File: src/rtl/ascon_pack.sv
// rtl/ascon_pack.sv - shared ASCON types and constants
package ascon_pack;

   // Permutation state: five 64-bit lanes, lane 0 at index 0
   typedef logic [4:0][63:0] type_state;

   localparam int TAG_WORDS  = 4;
   localparam int TAG_WORD_W = 32;

   typedef enum logic [1:0] {
      IDLE    = 2'd0,
      COLLECT = 2'd1,
      COMPARE = 2'd2
   } type_tag_vfy_fsm;

endpackage

File: src/rtl/tag_word_collector.sv
// rtl/tag_word_collector.sv - buffers the four expected-tag beats in arrival order
module tag_word_collector
   import ascon_pack::*;
(
   input  logic                                   clock_i,
   input  logic                                   reset_i,
   input  logic                                   enable_i,
   input  logic                                   clear_i,
   input  logic [TAG_WORD_W-1:0]                  word_i,
   input  logic                                   valid_i,
   output logic                                   ready_o,
   output logic [2:0]                             count_o,
   output logic [TAG_WORDS-1:0][TAG_WORD_W-1:0]   words_o
);

   logic [2:0]                           count_q;
   logic [TAG_WORDS-1:0][TAG_WORD_W-1:0] words_q;

   // Ready only while collecting and the buffer still has room
   always_comb begin
      ready_o = enable_i && (count_q < 3'(TAG_WORDS));
   end

   // Store each accepted beat at the slot given by the running count
   always_ff @(posedge clock_i) begin
      if (reset_i || clear_i) begin
         count_q <= '0;
         words_q <= '0;
      end else if (ready_o && valid_i) begin
         words_q[count_q[1:0]] <= word_i;
         count_q               <= count_q + 3'd1;
      end
   end

   assign count_o = count_q;
   assign words_o = words_q;

endmodule

File: src/rtl/ascon_tag_verify.sv
// rtl/ascon_tag_verify.sv - constant-time tag check; ASCON_TAG_MISMATCH_MASK_EN adds per-beat debug mask
module ascon_tag_verify
   import ascon_pack::*;
(
   input  logic                  clock_i,
   input  logic                  reset_i,
   input  logic                  start_i,
   input  logic                  en_tag_i,
   input  type_state             state_i,
   input  logic [TAG_WORD_W-1:0] tag_word_i,
   input  logic                  tag_valid_i,
   output logic                  tag_ready_o,
   output logic                  busy_o,
   output logic                  done_o,
   output logic                  tag_ok_o
`ifdef ASCON_TAG_MISMATCH_MASK_EN
   ,
   output logic [TAG_WORDS-1:0]  mismatch_mask_o
`endif
);

   type_tag_vfy_fsm                      fsm_q;
   logic                                 seen_q;
   logic [127:0]                         comp_tag_q;
   logic                                 done_q;
   logic                                 tag_ok_q;
   logic [2:0]                           rx_count;
   logic [TAG_WORDS-1:0][TAG_WORD_W-1:0] rx_words;
   logic [127:0]                         rx_tag;
   logic                                 clear;
   logic                                 accept;
   logic                                 full_next;
   logic                                 diff;
   logic [TAG_WORDS-1:0]                 mask_d;

   // A start outside COMPARE wipes the beat buffer; in COMPARE it is ignored
   assign clear = start_i && (fsm_q != COMPARE);

   tag_word_collector u_collector (
      .clock_i  (clock_i),
      .reset_i  (reset_i),
      .enable_i (fsm_q == COLLECT),
      .clear_i  (clear),
      .word_i   (tag_word_i),
      .valid_i  (tag_valid_i),
      .ready_o  (tag_ready_o),
      .count_o  (rx_count),
      .words_o  (rx_words)
   );

   // Beat 0 carries the most significant word of the expected tag
   assign rx_tag = {rx_words[0], rx_words[1], rx_words[2], rx_words[3]};

   // Full reduction over every bit so timing never depends on where tags differ
   always_comb begin
      accept    = tag_valid_i && tag_ready_o;
      full_next = (rx_count == 3'd4) || ((rx_count == 3'd3) && accept);
      diff      = |(comp_tag_q ^ rx_tag);
      mask_d    = '0;
      for (int i = 0; i < TAG_WORDS; i++) begin
         mask_d[i] = |(comp_tag_q[127-32*i -: 32] ^ rx_words[i]);
      end
   end

   // Control FSM plus computed-tag capture and verdict registers
   always_ff @(posedge clock_i) begin
      if (reset_i) begin
         fsm_q      <= IDLE;
         seen_q     <= 1'b0;
         comp_tag_q <= '0;
         done_q     <= 1'b0;
         tag_ok_q   <= 1'b0;
      end else begin
         done_q <= 1'b0;
         case (fsm_q)
            IDLE: begin
               if (start_i) begin
                  fsm_q      <= COLLECT;
                  seen_q     <= 1'b0;
                  comp_tag_q <= '0;
                  tag_ok_q   <= 1'b0;
               end
            end
            COLLECT: begin
               if (start_i) begin
                  seen_q     <= 1'b0;
                  comp_tag_q <= '0;
               end else begin
                  if (en_tag_i) begin
                     comp_tag_q <= {state_i[3], state_i[4]};
                     seen_q     <= 1'b1;
                  end
                  if (full_next && (seen_q || en_tag_i)) begin
                     fsm_q <= COMPARE;
                  end
               end
            end
            COMPARE: begin
               tag_ok_q <= ~diff;
               done_q   <= 1'b1;
               fsm_q    <= IDLE;
            end
            default: fsm_q <= IDLE;
         endcase
      end
   end

   assign busy_o   = (fsm_q != IDLE);
   assign done_o   = done_q;
   assign tag_ok_o = tag_ok_q;

`ifdef ASCON_TAG_MISMATCH_MASK_EN
   logic [TAG_WORDS-1:0] mask_q;

   // Debug mask follows the verdict's clear and update points
   always_ff @(posedge clock_i) begin
      if (reset_i) begin
         mask_q <= '0;
      end else if (clear && (fsm_q == IDLE)) begin
         mask_q <= '0;
      end else if (fsm_q == COMPARE) begin
         mask_q <= mask_d;
      end
   end

   assign mismatch_mask_o = mask_q;
`else
   logic unused_mask;
   assign unused_mask = ^mask_d;
`endif

endmodule

File: config.mk
export PLATFORM = sky130hd
export DESIGN_NAME = ascon_tag_verify
export DESIGN_NICKNAME = d
export VERILOG_FILES = /design/src/rtl/ascon_pack.sv /design/src/rtl/tag_word_collector.sv /design/src/rtl/ascon_tag_verify.sv
export SDC_FILE = /design/constraint.sdc
export NUM_CORES = 1
export LEC_CHECK = 0
export BUFFER_PORTS_ARGS = -buffer_cell sky130_fd_sc_hd__buf_2
export CAP_MARGIN = 25
export CORE_MARGIN = 2
export CORE_UTILIZATION = 54
export DETAILED_ROUTE_END_ITERATION = 7
export PLACE_DENSITY = 0.85
export SLEW_MARGIN = 30
export SYNTH_ARGS = -nofsm -noshare
export SYNTH_HDL_FRONTEND = slang
export SYNTH_SLANG_ARGS = --single-unit
File: constraint.sdc
create_clock -name clock_i -period 4.1 [get_ports clock_i]
set_input_delay 0.41 -clock clock_i [delete_from_list [all_inputs] [get_ports clock_i]]
set_output_delay 0.41 -clock clock_i [all_outputs]
set_load 0.05 [all_outputs]
==> results.md <==
- Initial Utilization: approximately 56%
- Unrepaired setup endpoints after global routing: false
- Vias in the first global route: between 8000 and 9000
- Clock Path Buffers: 3
- Outcome: complete, no violations
- CTS clk-pin slew, worst paths: roughly 70 ps
- Full die area: slightly above 20000 sq um
- Fin. Hold Viols: 0
- Boundary pin count: 361
- TritonCTS clock tree: yes
- Pwr/cell area: approximately 430 nW/um^2
- Logic gate share of total power: between 6 and 7%
- Fin util: around two thirds
- Sequential area share after synthesis: ~50%
- Fin. max-slew vios: 0
- Worst Setup Start Kind: flop
- Leak pwr: around 0.0047 uW
- Vias: just under 10000
- Detailed Routing Iterations Pass 1: 6
- Number of remaining DRC errors: 0
- Worst slew pin tran: approximately 950 ps
- Sink Count: approximately 260
- Worst-Skew Late Latency: roughly 540 ps
- Synth Instances: around 1300
- Row count: 50
- Worst Skew: about 16 ps
- Worst EP arrival: between 2000 and 3000 ps
- Via density: between 5 and 6
- Dominant synthesized flop cell: dfxtp_1
- Nets: approximately 1700
- Crit-path most repeated cell: nand4_1
- GRT overflow: 0
- Fillers: between 1500 and 2000
- Initial antenna violation count: 4
- Final period util: a little over half
- Post-synthesis average cell area: 8.332 sq um
- Endpoints failing setup: 0
- Seq pwr share: about half
- Asr flop ratio synth: 0%
- Worst Setup Path Type: reg2reg
- Top delay family on crit path: compound AO/OA/AOI/OAI gates
- Critical-path top delay cell: a2111oi_0
- Peak supply drop: 307.8 uV
- Switch share: a little under a quarter
- Post-Syn Area: around 10000 sq um
- Routability cong.: 0.9822
- Distinct cells, synth: 38
- H-tree depth: 1
- Cells after DPL: around 1600
- Int Pwr: ~4100 uW
- Clock Root Buffer: clkbuf_16
- DP Wirelength: ~23000 um
- Final min period: approximately 2200 ps
- Post-synth EDFFs: 0
- Slew HR: between 30 and 40%
- Post-route antenna net violation count: 0
- Critical Path, Cell by Cell: inv_1 > a2111oi_0 > nand4_1 > nor4_1 > nand4_1 > o21ai_1
- Clock share of power: 44.2%
- Pin count of the biggest net entering global routing: between 80 and 90
- Hold_buf cts: 0
- Switch Pwr: between 1000 and 1500 uW
- Crit end category: flop
- Post-synthesis register bit count: 264
- Non-Filler Instances: about 1700
- Crit Path Max Fanout: 2
- CTS resizes: 0
- Drt initial violations: 1150
- CTS Buf Count: 27
- CP required: around 4600 ps
- Fmax: around 0.45 GHz
- Gr usage total: 31.75%
- Synthesis warning total: 0
- Maximum capacitance violations: 0
- Die Ht: ~140 um
- First-pass GRT wire length: approximately 50000 um
- Worst Hold Class: in2reg
- CP peak stage delay: 710 ps
- Die width: 143.4 um
- Syn Nets: approximately 1600
- Bufs and invs on worst path: 1
- IO buf count: 168
- Final wirelength: approximately 33000 um
- Area delta synth->final: 17.51%
- Layout cell share with drive strength beyond 1: roughly 17%
- Final setup TNS: 0 ps
- CORE AREA: 18890 sq um
- Per-cell routed wire length: 19.87 um
- Post-CTS setup buffer count: 0
## through the flow
step	setup WS, ps	instance area (sq um)	power (uW)	hold WS (ps)
6_report	1900	12330	5348	123.4
5_1_grt	1728	12320	5480	131.4
4_1_cts	1946	12320	5358	112.2
3_5_place_dp	1752	11470	3031	446.3
3_3_place_gp	1764	11470	3027	442.2
2_1_floorplan	1892	10490	2854	436.3
## Yosys cell counts (2+ instances only)
cell type  count  area, sq um
nor3b_1        2        15.01
xnor2_1       34        297.8
nand4_1       14        87.58
nor2_1       136        510.5
nor2b_1       10        62.56
a22o_1         5        43.79
a221oi_1       6        52.55
clkbuf_1      84        315.3
o2bb2ai_1      6        52.55
o22ai_1       14        87.58
inv_1         49        183.9
ha_1           5        62.56
o2111ai_1      2        17.52
a21oi_1      132        660.6
dfxtp_1      264         5285
a22oi_1      132        991.0
nor4_1        19        118.9
o221ai_1       2        17.52
nand2b_1       7        43.79
nand2_1      264        991.0
buf_1          2        7.510
a2111oi_0      3        26.28
and3_1         5        31.28
xor2_1        48        420.4
## cell type report
cell class,count,area [sq um],area share (%)
Antenna cell,4,10.01,0.08120
Clock buffer,37,743.2,6.029
Clock inverter,12,107.6,0.8729
Inverter,49,183.9,1.492
Multi-Input combinational cell,859,4708,38.20
Sequential cell,264,5285,42.87
Tap cell,260,325.3,2.639
Timing Repair Buffer,184,963.4,7.816
## per-layer routing
metal | track usage, % | vias up | share of wire (%)
met5 | 0 | - | 0.039
met4 | 12.44 | 2 | 4.4
met3 | 5.565 | 91 | 9.9
met2 | 47.92 | 545 | 44
met1 | 45.37 | 4522 | 42
li1 | - | 4523 | -
## path summary, 6_finish.rpt
check / cells after the start / end / slack [ps] / from
setup / recovery: 6 / tag_ok_o / 1900 / comp_tag_q[113]
hold / removal: 3 / comp_tag_q[76] / 120 / state_i[204]
setup reg to reg: 6 / tag_ok_o / 1900 / comp_tag_q[113]
hold reg to reg: 2 / u_collector.words_o[101] / 450 / u_collector.words_o[101]
## registers in the layout, indices dropped and copies added (netlist names)
| name | flops |
|---|---|
| comp_tag_q | 128 |
| u_collector.words_o | 128 |
| u_collector.count_o | 3 |
| fsm_q | 2 |
| done_o | 1 |
| seen_q | 1 |
| tag_ok_o | 1 |
## cell families after synthesis
family	after synthesis	share of synthesized area, %
simple gates	464	18.20
fa+ha+maj	5	0.5964
compound gates	307	19.00
mux	1	0.09542
xor+xnor	82	6.846
flops	264	50.38
buf+inv	136	4.878
## tightest hold or removal path: stages
cell and delay [ps]:
buf_2 80, a22oi_1 60, nor2_1 70
## power by group through the flow
stage	combinational, uW	sequential (uW)	clock, uW
2_1_floorplan	186	2670	0
3_3_place_gp	349	2680	0
3_5_place_dp	351	2680	0
4_1_cts	354	2620	2380
5_1_grt	386	2620	2470
6_report	361	2620	2360
## cells in the final DEF, fill, tap and decap left out, types with 10 or more instances in the layout
cell         n
xnor2_1     34
nor2_1     136
a22oi_1    132
inv_1       49
buf_2      167
nand4_1     14
xor2_1      48
buf_4       17
clkbuf_16   27
dfxtp_1    264
o22ai_1     14
nor4_1      19
a21oi_1    132
nor2b_1     10
nand2_1    264
(Power assumes the default switching activity.)
